File: src/rtl/serial_word_feeder.sv
// serial_word_feeder
// Upstream stage for the Moore "1011" sequence detector. Takes parallel words
// over a valid/ready handshake and shifts them out MSB-first, one bit per
// clock, on serial_out. words_sent counts fully transmitted words.
//
// Optional feature: define SERIAL_FEEDER_SKID_EN to add a one-entry hold
// buffer so back-to-back words stream without the idle gap bit.

module serial_word_feeder #(
  parameter int   WIDTH      = 8,
  parameter logic IDLE_LEVEL = 1'b0
) (
  input  logic             clock,
  input  logic             reset_n,
  input  logic [WIDTH-1:0] word_in,
  input  logic             word_valid,
  output logic             word_ready,
  output logic             serial_out,
  output logic             serial_valid,
  output logic             busy,
  output logic [15:0]      words_sent
);

  localparam int CNT_W = $clog2(WIDTH);

  typedef enum logic {
    IDLE  = 1'b0,
    SHIFT = 1'b1
  } state_t;

  state_t             r_state;
  state_t             w_nextState;
  logic [WIDTH-1:0]   r_shift;
  logic [CNT_W-1:0]   r_bitCnt;
  logic               r_serialOut;
  logic               r_serialValid;
  logic [15:0]        r_wordsSent;

  logic               w_wordReady;
  logic               w_accept;
  logic               w_lastBit;
  logic               w_loadIn;
  logic               w_loadHold;

`ifdef SERIAL_FEEDER_SKID_EN
  logic [WIDTH-1:0]   r_hold;
  logic               r_holdFull;
  logic               w_toHold;
`endif

  // Ready depends only on registered state, and is forced low during reset.
`ifdef SERIAL_FEEDER_SKID_EN
  assign w_wordReady = reset_n & ~r_holdFull;
`else
  assign w_wordReady = reset_n & (r_state == IDLE);
`endif

  assign w_accept  = word_valid & w_wordReady;
  assign w_lastBit = (r_state == SHIFT) && (r_bitCnt == '0);

  // Next state and load decisions: where the next word (if any) comes from.
  always_comb begin
    w_nextState = r_state;
    w_loadIn    = 1'b0;
    w_loadHold  = 1'b0;
`ifdef SERIAL_FEEDER_SKID_EN
    w_toHold    = 1'b0;
`endif
    case (r_state)
      IDLE: begin
        if (w_accept) begin
          w_loadIn    = 1'b1;
          w_nextState = SHIFT;
        end
      end
      SHIFT: begin
        if (w_lastBit) begin
`ifdef SERIAL_FEEDER_SKID_EN
          if (r_holdFull) begin
            w_loadHold  = 1'b1;
            w_nextState = SHIFT;
          end else if (w_accept) begin
            w_loadIn    = 1'b1;
            w_nextState = SHIFT;
          end else begin
            w_nextState = IDLE;
          end
`else
          w_nextState = IDLE;
`endif
        end else begin
`ifdef SERIAL_FEEDER_SKID_EN
          w_toHold = w_accept;
`endif
        end
      end
      default: w_nextState = IDLE;
    endcase
  end

  // FSM state register.
  always_ff @(posedge clock or negedge reset_n) begin
    if (!reset_n) begin
      r_state <= IDLE;
    end else begin
      r_state <= w_nextState;
    end
  end

  // Shift datapath: the MSB goes straight to the output register on a load,
  // so the first bit shows one cycle after the accept edge.
  always_ff @(posedge clock or negedge reset_n) begin
    if (!reset_n) begin
      r_shift       <= '0;
      r_bitCnt      <= '0;
      r_serialOut   <= IDLE_LEVEL;
      r_serialValid <= 1'b0;
      r_wordsSent   <= 16'h0000;
    end else begin
      if (w_loadIn) begin
        r_shift       <= {word_in[WIDTH-2:0], 1'b0};
        r_serialOut   <= word_in[WIDTH-1];
        r_serialValid <= 1'b1;
        r_bitCnt      <= CNT_W'(WIDTH - 1);
`ifdef SERIAL_FEEDER_SKID_EN
      end else if (w_loadHold) begin
        r_shift       <= {r_hold[WIDTH-2:0], 1'b0};
        r_serialOut   <= r_hold[WIDTH-1];
        r_serialValid <= 1'b1;
        r_bitCnt      <= CNT_W'(WIDTH - 1);
`endif
      end else if (w_lastBit) begin
        r_serialOut   <= IDLE_LEVEL;
        r_serialValid <= 1'b0;
      end else if (r_state == SHIFT) begin
        r_serialOut   <= r_shift[WIDTH-1];
        r_shift       <= {r_shift[WIDTH-2:0], 1'b0};
        r_bitCnt      <= r_bitCnt - CNT_W'(1);
      end
      if (w_lastBit) begin
        r_wordsSent <= r_wordsSent + 16'd1;
      end
    end
  end

`ifdef SERIAL_FEEDER_SKID_EN
  // Hold buffer: captures a word accepted mid-word, drains at the last bit.
  always_ff @(posedge clock or negedge reset_n) begin
    if (!reset_n) begin
      r_hold     <= '0;
      r_holdFull <= 1'b0;
    end else begin
      if (w_toHold) begin
        r_hold     <= word_in;
        r_holdFull <= 1'b1;
      end else if (w_loadHold) begin
        r_holdFull <= 1'b0;
      end
    end
  end

  assign busy = (r_state == SHIFT) | r_holdFull;
`else
  assign busy = (r_state == SHIFT);
`endif

  assign word_ready   = w_wordReady;
  assign serial_out   = r_serialOut;
  assign serial_valid = r_serialValid;
  assign words_sent   = r_wordsSent;

  // w_loadHold is only ever set when the hold buffer exists.
`ifndef SERIAL_FEEDER_SKID_EN
  logic w_unusedLoadHold;
  assign w_unusedLoadHold = w_loadHold;
`endif

endmodule
File: config.mk
export PLATFORM = sky130hd
export DESIGN_NAME = serial_word_feeder
export DESIGN_NICKNAME = d
export VERILOG_FILES = /design/src/rtl/serial_word_feeder.sv
export SDC_FILE = /design/constraint.sdc
export NUM_CORES = 1
export LEC_CHECK = 0
export ABC_AREA = 1
export CAP_MARGIN = 20
export CORE_UTILIZATION = 50
export DETAILED_ROUTE_END_ITERATION = 10
export PLACE_DENSITY = 0.9
export SETUP_SLACK_MARGIN = 0.05
export SLEW_MARGIN = 20
export SYNTH_ARGS = -nofsm -noshare
export SYNTH_HDL_FRONTEND = slang
export SYNTH_SLANG_ARGS = --single-unit
File: constraint.sdc
create_clock -name clock -period 1.8 [get_ports clock]
set_input_delay 0.36 -clock clock [delete_from_list [all_inputs] [get_ports clock]]
set_output_delay 0.36 -clock clock [all_outputs]
set_load 0.05 [all_outputs]
==> results.sh <==
export IMPL_die_x_um=55.9
export IMPL_setup_slack_ps=233
export IMPL_syn_cell_area_sq_um=1460
export IMPL_place_congestion=0.848
export IMPL_timing_fmax_mhz=638
export IMPL_vias_per_cell=5.15
export IMPL_cts_clk_slew_worst_paths_ps=90
export IMPL_ctsResizeCount=0
export IMPL_fin_worst_skew_ps=6.86
export IMPL_leakage_nw=0.917
export IMPL_portBuffers=30
export IMPL_ys_flop_type="dfrtp_1"
export IMPL_drt_iter0_drc=20
export IMPL_fin_crit_sh_pct=87.1
export IMPL_end_kind="output port"
export IMPL_num_rows=19
export IMPL_p_per_area_nw_per_um2=1330
export IMPL_post_cts_setup_buffer_count=0
export IMPL_antenna_found_initial=0
export IMPL_crit_arrival_ps=1210
export IMPL_grt_usage_pct=21.8
export IMPL_fill_cells=230
export IMPL_cts_root_buf="clkbuf_4"
export IMPL_ys_types=23
export IMPL_worst_slew_pin_transition_ps=361
export IMPL_cts_buffers=5
export IMPL_clock_latency_ps=330
export IMPL_grt_pass1_wl_um=5280
export IMPL_htreeDepth=2
export IMPL_cp_max_fo=2
export IMPL_rsz0062_at_grt="no"
export IMPL_antenna_cells=0
export IMPL_wl_per_cell_um=12.2
export IMPL_peakVddDrop_v=0.00120
export IMPL_drc_errors=0
export IMPL_syn_area_per_cell_sq_um=8.41
export IMPL_cts_tree="yes"
export IMPL_syn_nets=187
export IMPL_hold_viol_final=0
export IMPL_fin_crit_ps=1570
export IMPL_setup_violations=0
export IMPL_worstSetupPathType="primary input to output port"
export IMPL_status="finished, final reports clean"
export IMPL_worstPathRequired_ps=1440
export IMPL_grt_max_degree=30
export IMPL_drive_above_1_share_pct=20.4
export IMPL_cts_sinks=29
export IMPL_drv_slew=0
export IMPL_core_sq_um=2760
export IMPL_routed_wl_um=2960
export IMPL_synth_seq_cells=29
export IMPL_dp_slack_ps=31.8
export IMPL_ant_nets=0
export IMPL_yosysWarnings=0
export IMPL_grt_pass1_vias=1201
export IMPL_die_h_um=55.9
export IMPL_synth_edff_count=0
export IMPL_cts_hold_buffers=0
export IMPL_tns_ps=0
export IMPL_place_hpwl_um=2200
export IMPL_cts_max_path_buffers=2
export IMPL_ioPinCount=31
export IMPL_nNetsFinal=225
export IMPL_drt_pass1_iterations=4
export IMPL_seq_area_frac_synth_pct=49.9
export IMPL_die_area_sq_um=3130
export IMPL_maxSlewHeadroom_pct=76.0
export IMPL_async_flop_share_pct=100
export IMPL_hold_class="primary input to async pin"
export IMPL_start_util_pct=52.8
export IMPL_maxCapViolCount=0
export IMPL_synthToLayoutAreaGrowth_pct=26.2
export IMPL_postSynthCellCount=173
export IMPL_dr_total_vias=1246
export IMPL_overflow=0
export IMPL_critPathLaunchType="primary input"
==> synthesized netlist by cell type (2+ instances only) <==
cell / n / share of area [%]
inv_1: 23 / 5.9
nand2_1: 47 / 12
nand3_1: 12 / 4.1
xnor2_1: 6 / 3.6
nor2_1: 10 / 2.6
nor3_1: 4 / 1.4
o21ai_0: 4 / 1.4
o21ai_1: 2 / 0.69
dfrtp_1: 29 / 50
ha_1: 3 / 2.6
xor2_1: 2 / 1.2
o22ai_1: 4 / 1.7
nand2_2: 4 / 1.7
nor2_2: 6 / 2.6
inv_2: 2 / 0.52
nor2_4: 2 / 1.5
a21oi_1: 2 / 0.69
nand4_1: 6 / 2.6
==> area by class of cell <==
class	instances	area [sq um]	share of cell area [%]
sequential	29	726	39.5
tap	31	38.8	2.11
timing repair buffer	32	290	15.8
clock buffer	7	55.1	3.00
multi-input combinational	118	633	34.5
inverter	25	93.8	5.11
==> power by group <==
part	internal [mW]	total (mW)	switching (mW)
combinational	0.383	1.06	0.678
sequential	0.836	0.986	0.150
clock	0.184	0.395	0.211
total	1.40	2.44	1.04
==> logic make-up after synthesis <==
group | after synthesis | synth area share, %
and+or+nand+nor | 92 | 29.8
DFF | 29 | 49.9
buffers and inverters | 26 | 6.96
AOI/OAI and AO/OA | 15 | 5.93
xor gates and xnor gates | 8 | 4.82
adders and majority gates | 3 | 2.58
==> path summary, 6_finish.rpt <==
kind                         startpoint        endpoint  slack (ps)  depth (start not counted)
max in group asynchronous       reset_n  words_sent[10]        1060                          2
min                             reset_n   words_sent[7]         470                          2
max reg2reg                 r_bitCnt[0]      r_shift[4]         330                          7
min reg2reg                serial_valid    serial_valid         480                          2
min in group clock         serial_valid    serial_valid         480                          2
max                             reset_n      word_ready         230                          4
==> stage by stage <==
stage / cells / total power [mW] / hold WS (ps) / instance area, sq um / util [%]
after global placement: 235 / 2.04 / 462 / 1780 / 64.6
final: 242 / 2.44 / 471 / 1840 / 66.6
after global routing: 242 / 2.62 / 507 / 1840 / 66.6
after detailed placement: 235 / 2.07 / 471 / 1780 / 64.6
after CTS: 242 / 2.47 / 488 / 1840 / 66.6
after floorplan: 173 / 1.72 / 64.4 / 1460 / -
==> sequential cells by signal (all words and copies together), names as in the netlist <==
register	cells
words_sent	16
r_shift	7
r_bitCnt	3
busy	1
serial_out	1
serial_valid	1
==> layer usage <==
metal | global-route usage [%] | vias up | routed length (um)
met5 | 0 | - | 0
met4 | 11.1 | 0 | 62
met3 | 6.51 | 8 | 108
met2 | 33.6 | 29 | 1410
met1 | 28.0 | 581 | 1380
li1 | - | 628 | -
==> placed cells by master, fill, tap and decap left out, types with 2 or more instances in the layout <==
cell | netlist | routed
nand2_1 | 47 | 47
dfrtp_1 | 29 | 29
inv_1 | 23 | 23
buf_4 | 1 | 20
nand3_1 | 12 | 12
nor2_1 | 10 | 10
clkdlybuf4s50_1 | 0 | 10
nand4_1 | 6 | 6
xnor2_1 | 6 | 6
nor2_2 | 6 | 5
clkbuf_4 | 0 | 5
nand2_2 | 4 | 4
o22ai_1 | 4 | 4
nor3_1 | 4 | 4
o21ai_0 | 4 | 4
nor2_4 | 2 | 3
ha_1 | 3 | 3
a21oi_1 | 2 | 2
o21ai_1 | 2 | 2
inv_2 | 2 | 2
xor2_1 | 2 | 2
buf_12 | 0 | 2
==> critical path, cell delays in order <==
cell and delay [ps]:
clkdlybuf4s50_1 500, inv_1 70, nor2_4 120, buf_12 150
(Power assumes the default switching activity.)
